### config.mk
export PLATFORM = sky130hd
export DESIGN_NAME = pool_feeder
export DESIGN_NICKNAME = d
export VERILOG_FILES = /design/src/rtl/pool_feeder.sv
export SDC_FILE = /design/constraint.sdc
export NUM_CORES = 1
export LEC_CHECK = 0
export ABC_AREA = 1
export BUFFER_PORTS_ARGS = -buffer_cell sky130_fd_sc_hd__buf_2
export CORE_AREA = 8 8 422 424
export CTS_CLUSTER_DIAMETER = 40
export DETAILED_ROUTE_END_ITERATION = 8
export DIE_AREA = 0 0 430 432
export SYNTH_ARGS = -nofsm -noshare
export SYNTH_HDL_FRONTEND = slang
export SYNTH_SLANG_ARGS = --single-unit
### constraint.sdc
create_clock -name clk -period 5.15 [get_ports clk]
set_input_delay 0.7725 -clock clk [delete_from_list [all_inputs] [get_ports clk]]
set_output_delay 0.7725 -clock clk [all_outputs]
set_load 0.03 [all_outputs]
### src/rtl/pool_feeder.sv
// pool_feeder
// Collects a window of WIN samples from a valid/ready stream and presents
// the completed window to a downstream averaging pool. Once the window is
// full, input is stalled until the pool acknowledges it.
//
// Optional feature: define POOL_FEEDER_SUM_EN to build a running-sum
// accumulator. It drives sum_out and avg_out (average = sum / 64).
// Without the macro, no accumulator is built and both outputs are tied to 0.
//
// Ports
//   clk       in   sole clock, rising edge
//   rst       in   synchronous active-high reset
//   feed_en   in   allow new samples to be accepted
//   clear     in   discard the current window (contents kept, count zeroed)
//   s_valid   in   upstream sample valid
//   s_ready   out  block can accept a sample this cycle
//   s_data    in   upstream sample, DATA_W bits
//   pool_en   out  complete window presented downstream
//   pool_ack  in   downstream consumed the window
//   win_flat  out  window samples, sample k at [k*DATA_W +: DATA_W]
//   sum_out   out  22-bit running window sum (0 without POOL_FEEDER_SUM_EN)
//   avg_out   out  sum_out[21:6] (0 without POOL_FEEDER_SUM_EN)

module pool_feeder #(
  parameter int DATA_W = 16,
  parameter int WIN    = 64
) (
  input  logic                  clk,
  input  logic                  rst,
  input  logic                  feed_en,
  input  logic                  clear,
  input  logic                  s_valid,
  output logic                  s_ready,
  input  logic [DATA_W-1:0]     s_data,
  output logic                  pool_en,
  input  logic                  pool_ack,
  output logic [WIN*DATA_W-1:0] win_flat,
  output logic [21:0]           sum_out,
  output logic [15:0]           avg_out
);

  localparam int IDX_W = $clog2(WIN);

  typedef enum logic {
    FILL = 1'b0,
    FULL = 1'b1
  } state_t;

  state_t            state;
  state_t            state_next;
  logic [6:0]        cnt;
  logic [DATA_W-1:0] slot_q [WIN];
  logic              handshake;
  logic              ack_take;
  logic              last_slot;

  // s_ready is forced low during reset so no sample can slip in on a reset edge.
  assign s_ready   = (state == FILL) && feed_en && !rst;
  assign handshake = s_valid && s_ready;
  assign ack_take  = (state == FULL) && pool_ack;
  assign last_slot = (cnt == 7'(WIN - 1));
  assign pool_en   = (state == FULL);

  always_ff @(posedge clk) begin
    if (rst) begin
      state <= FILL;
    end else begin
      state <= state_next;
    end
  end

  // clear wins over both the filling handshake and the acknowledge.
  always_comb begin
    state_next = state;
    if (clear) begin
      state_next = FILL;
    end else begin
      case (state)
        FILL:    if (handshake && last_slot) state_next = FULL;
        FULL:    if (pool_ack) state_next = FILL;
        default: state_next = FILL;
      endcase
    end
  end

  // Slot counter: restarts at 0 after reset, clear or an accepted window.
  always_ff @(posedge clk) begin
    if (rst || clear || ack_take) begin
      cnt <= '0;
    end else if (handshake) begin
      cnt <= cnt + 7'd1;
    end
  end

  // Window storage. clear only rewinds the counter; stale slots keep their
  // values until overwritten by the next window.
  always_ff @(posedge clk) begin
    if (rst) begin
      for (int i = 0; i < WIN; i++) begin
        slot_q[i] <= '0;
      end
    end else if (handshake && !clear) begin
      slot_q[cnt[IDX_W-1:0]] <= s_data;
    end
  end

  for (genvar g = 0; g < WIN; g++) begin : g_flat
    assign win_flat[g*DATA_W +: DATA_W] = slot_q[g];
  end

`ifdef POOL_FEEDER_SUM_EN
  logic [21:0] acc;

  // 64 samples of at most 16 bits fit exactly in 22 bits, so no wrap.
  always_ff @(posedge clk) begin
    if (rst || clear || ack_take) begin
      acc <= '0;
    end else if (handshake) begin
      acc <= acc + 22'(s_data);
    end
  end

  assign sum_out = acc;
  assign avg_out = acc[21:6];
`else
  assign sum_out = '0;
  assign avg_out = '0;
`endif

endmodule

### After elaboration in Yosys (flattened, before gate mapping)

Memory sizes are Yosys's and may differ from the RTL's.
Index checks and enable logic that the tools add are counted.

| word-level totals | value |
|---|---|
| register bits after elaboration | 8 |
| memory bits (writable) | 1024 |
| input port bits | 22 |
| logic and storage cells | 29 |
| memories | 1 |

Memories:

| memory | depth | bits a word | rd ports | clocked after memory_dff | wr ports | line | RTL |
|---|---|---|---|---|---|---|---|
| slot_q | 64 | 16 | 64 | 0 | 64 | 52 | `logic [DATA_W-1:0] slot_q [WIN];` |

| cells by class | value |
|---|---|
| add/sub/neg operators | 1 |
| eq/ne operators | 1 |
| mux-type cells | 11 |
| bitwise gates (word level) | 1 |
| reductions and logical operators | 12 |

Operators with widths:

| operator | number |
|---|---|
| 16-bit 2-to-1 mux | 1 |
| 16-bit OR reduction | 1 |
| 1-bit 2-to-1 mux | 8 |
| 7-bit by 1-bit adder with 7-bit output, second input constant | 1 |
| 7-bit by 6-bit == test with 1-bit output, second input constant | 1 |
| 1-bit logical AND | 6 |
| 6-bit 2-to-1 mux | 1 |
| 1-bit zero test | 2 |
| 1-bit logical OR | 2 |
| 1-bit case mux with 2 select lines | 1 |
| 2-bit OR reduction | 1 |
| 1-bit inverter | 1 |

### Depth between registers and ports, before layout

| depth | value |
|---|---|
| depth in word-level cells | 10 |
| depth in mapped cells | 8 |

### Worst setup path after synthesis

Ideal clock, no wire load.

| timing path | value |
|---|---|
| path type | input to register |
| start point | input rst |
| end point | memory slot_q[50][0] (enable) |
| library setup time | 0.372 ns |
| arrival | 2.288 ns |
| required time | 4.778 ns |
| slack | 2.490 ns |
| stages on the path | 6 |
| cells stage by stage | nor2_1 -> nand2_4 -> nor2_8 -> nand2_2 -> buf_2 -> nand2_1 |

RTL lines:

| what | line | RTL |
|---|---|---|
| start, declared | 29 | `input logic rst,` |
| end, declared | 52 |  |

==> results.md <==
* CTS tree: done
* CP arrival at 3620 ps
* Final std cells w/o fill at 5927
* Worst clock skew at 30.96 ps
* Final setup vio count at 0
* Initial DRC count at 2936
* # hold bufs at CTS at 0
* Distinct cells, synth at 24
* Crit path kind: reg -> reg
* Most frequent cell after synthesis: nor2_1
* Fin crit share at 0.6208
* Input/output buffers at 1047
* Slack of the worst reg-to-reg path at 1950 ps
* Setup TNS at 0 ps
* Slew Viols, Final at 0
* Clock power share at 0.472
* Seq/Total Area, Yosys at 0.8350
* Core footprint at 171000 µm²
* Final hold vios at 0
* MaxCap Viol Count at 0
* Row cnt at 152
* Vias per std cell at 4.362
* HPWL after DPL at 121.9 mm
* Sequential Power Share at 0.444
* Rel. slew slack at 0.1603
* Power per standard cell area at 443.5 nW/µm²
* Global route total overflow at 0
* Resized cells post-CTS at 0
* Gate power share at 0.084
* Clock transition at path regs at 60 ps
* Nets@finish at 3586
* Crit-path max FO at 17
* Vias in the first global route at 24995
* Pleak at 0.02028 µW
* First-pass GRT wire length at 221.7 mm
* HP Class: in -> reg
* VDD IR-drop max at 0.3765 mV
* Drt wl/cell at 28.87 µm
* Min Hold Slack at 391.4 ps
* CP Data Required Time at 5570 ps
* CTS Buffer Depth at 3
* Cells after DPL at 5644
* Post-synthesis async set-or-reset flop share at 0
* Total track usage at 0.1735
* Post-synth top cells: 1033 x nor2_1, 1024 x edfxtp_1, 104 x clkbuf_1
* Postcts setup bufs at 0
* Yosys reg bits at 1032
* Initial core utilization at 0.2165
* Mapped cell area at 37020 µm²
* Via count at 25855
* CTS H-tree lvls at 4
* Cell Int Power at 16030 µW
* Sw frac at 0.2729
* Die Area at 185800 µm²
* Fin crit period at 3197 ps
* Fmax at 312.8 MHz
* DRT antenna net count at 0
* Synth Warn # at 0
* Top FF cell, synth: edfxtp_1
* Wirelength, routed at 171.1 mm
* Clk sinks at 1032
* Outcome: finished, final reports clean
* RSZ-0062 raised after global routing: false
* Startpoint types: register
* Crit. End Element: register
* Layout cells sized above 1 at 0.3875
* Filler instances at 17208
* Util after Layout at 0.2908
* Layout area overhead at 34.31%
* RD Place Congestion at 0.8755
* Synth area leader: edfxtp_1
* Drt first pass iters at 5
* DIE WIDTH at 430 µm
* Residual DRC at 0
* Clk Latency, worst-skew pair at 820 ps
* Post-synth EDFFs at 1024
* Die height at 432 µm
* Avg Synthesized Cell Area at 14.83 µm²
* # IOs at 1086
* Mapped Cells at 2496
* Initial antenna violation count at 9
* TritonCTS Buffers at 150
* CTS root buf: clkbuf_16
* Net Switching at 6017 µW
* Largest net degree at the start of global routing at 43
* Worst-Margin Slew at 1253 ps
* Post-synth top area share at 0.8307
* Synth area leaders: edfxtp_1 83%, nor2_1 10%, nand2_2 1.1%
==> metal layers <==
metal,GRT usage,vias to the layer above,wire [µm]
met3,0.06503,359,18700
met2,0.2969,1805,85050
met4,0.07776,6,8241
met5,0,-,29
met1,0.1926,13071,59070
li1,-,10614,-
==> cells by family after synthesis <==
kind of cell / Yosys count / share of synthesized area
AO/OA/AOI/OAI: 12 / 0.001622
adder cells (fa/ha/maj): 1 / 0.0003380
buffers and inverters: 246 / 0.03106
flip-flops: 1032 / 0.8350
other: 1 / 0.0001013
AND/OR/NAND/NOR: 1204 / 0.1319
==> final timing paths <==
check,depth (start not counted),to,from
worst min register to register,2,cnt[6]$_SDFFE_PP0P_,cnt[6]$_SDFFE_PP0P_
worst min-delay path,3,slot_q[0][7]$_SDFFCE_PN0P_,s_data[7]
worst max-delay path,4,slot_q[20][7]$_SDFFCE_PN0P_,cnt[4]$_SDFFE_PP0P_
worst max register to register,4,slot_q[20][7]$_SDFFCE_PN0P_,cnt[4]$_SDFFE_PP0P_
==> sequential cells by signal, indices dropped and copies added, names as in the netlist <==
register and cells:
cnt 7, slot_q 1024, pool_en 1
==> cell usage in the layout, fill, tap and decap left out <==
cell type | netlist | routed
buf_2 | 64 | 1047
nor3_4 | 0 | 1
buf_12 | 0 | 2
clkinv_8 | 0 | 7
diode_2 | 0 | 4
inv_6 | 0 | 17
dfxtp_1 | 8 | 8
nand2_4 | 1 | 1
nor2_1 | 1033 | 1033
clkinv_16 | 0 | 6
clkinvlp_4 | 0 | 14
inv_4 | 0 | 16
inv_2 | 17 | 1
clkbuf_1 | 104 | 16
a21oi_1 | 7 | 7
bufinv_16 | 0 | 12
clkinv_1 | 0 | 17
clkbuf_16 | 0 | 151
inv_8 | 0 | 6
nand4_4 | 1 | 1
clkinv_2 | 0 | 12
inv_1 | 22 | 21
conb_1 | 1 | 38
nor2_2 | 3 | 2
nand3_2 | 1 | 1
clkinv_4 | 0 | 19
nand2_1 | 78 | 78
nand3_1 | 9 | 9
nand4_1 | 2 | 2
nand2_2 | 63 | 63
ha_1 | 1 | 1
o21ai_0 | 5 | 5
buf_4 | 39 | 36
edfxtp_1 | 1024 | 1024
nor2_8 | 7 | 7
nor2_4 | 2 | 3
nor3_1 | 1 | 1
nor3_2 | 3 | 2
inv_16 | 0 | 3
==> stage by stage <==
stage          power [µW]  worst slack, ps  cell area, µm²
6_report            22050             1953           49720
2_1_floorplan       10950             2490           37160
3_5_place_dp        11810             1415           44550
3_3_place_gp        11810             1475           44550
5_1_grt             22570             1788           49710
4_1_cts             22190             1926           49710
==> power by group through the flow <==
stage / logic [µW] / registers [µW] / clock network, µW
2_1_floorplan: 295 / 10700 / 0
3_3_place_gp: 1860 / 9950 / 0
3_5_place_dp: 1860 / 9950 / 0
4_1_cts: 1860 / 9790 / 10500
5_1_grt: 1890 / 9810 / 10900
6_report: 1840 / 9790 / 10400
==> final cells by class <==
class,count,area (µm²),area share
diodes,4,10.01,0.0002013
clock buffers,167,3839,0.07721
clock inverters,112,1321,0.02657
inverters,39,187.7,0.003775
multi-input cells,1255,5107,0.1027
flip-flops and latches,1032,30910,0.6217
well taps,2233,2794,0.05619
repair buffers,1085,5550,0.1116
==> worst max-delay path, cell delays in order, from the launching register on <==
cell     delay (ps)
dfxtp_1         470
inv_1           140
nor3_2          950
nand2_2         510
nand2_1         740
Note: power is estimated with default switching activity, not from simulation.
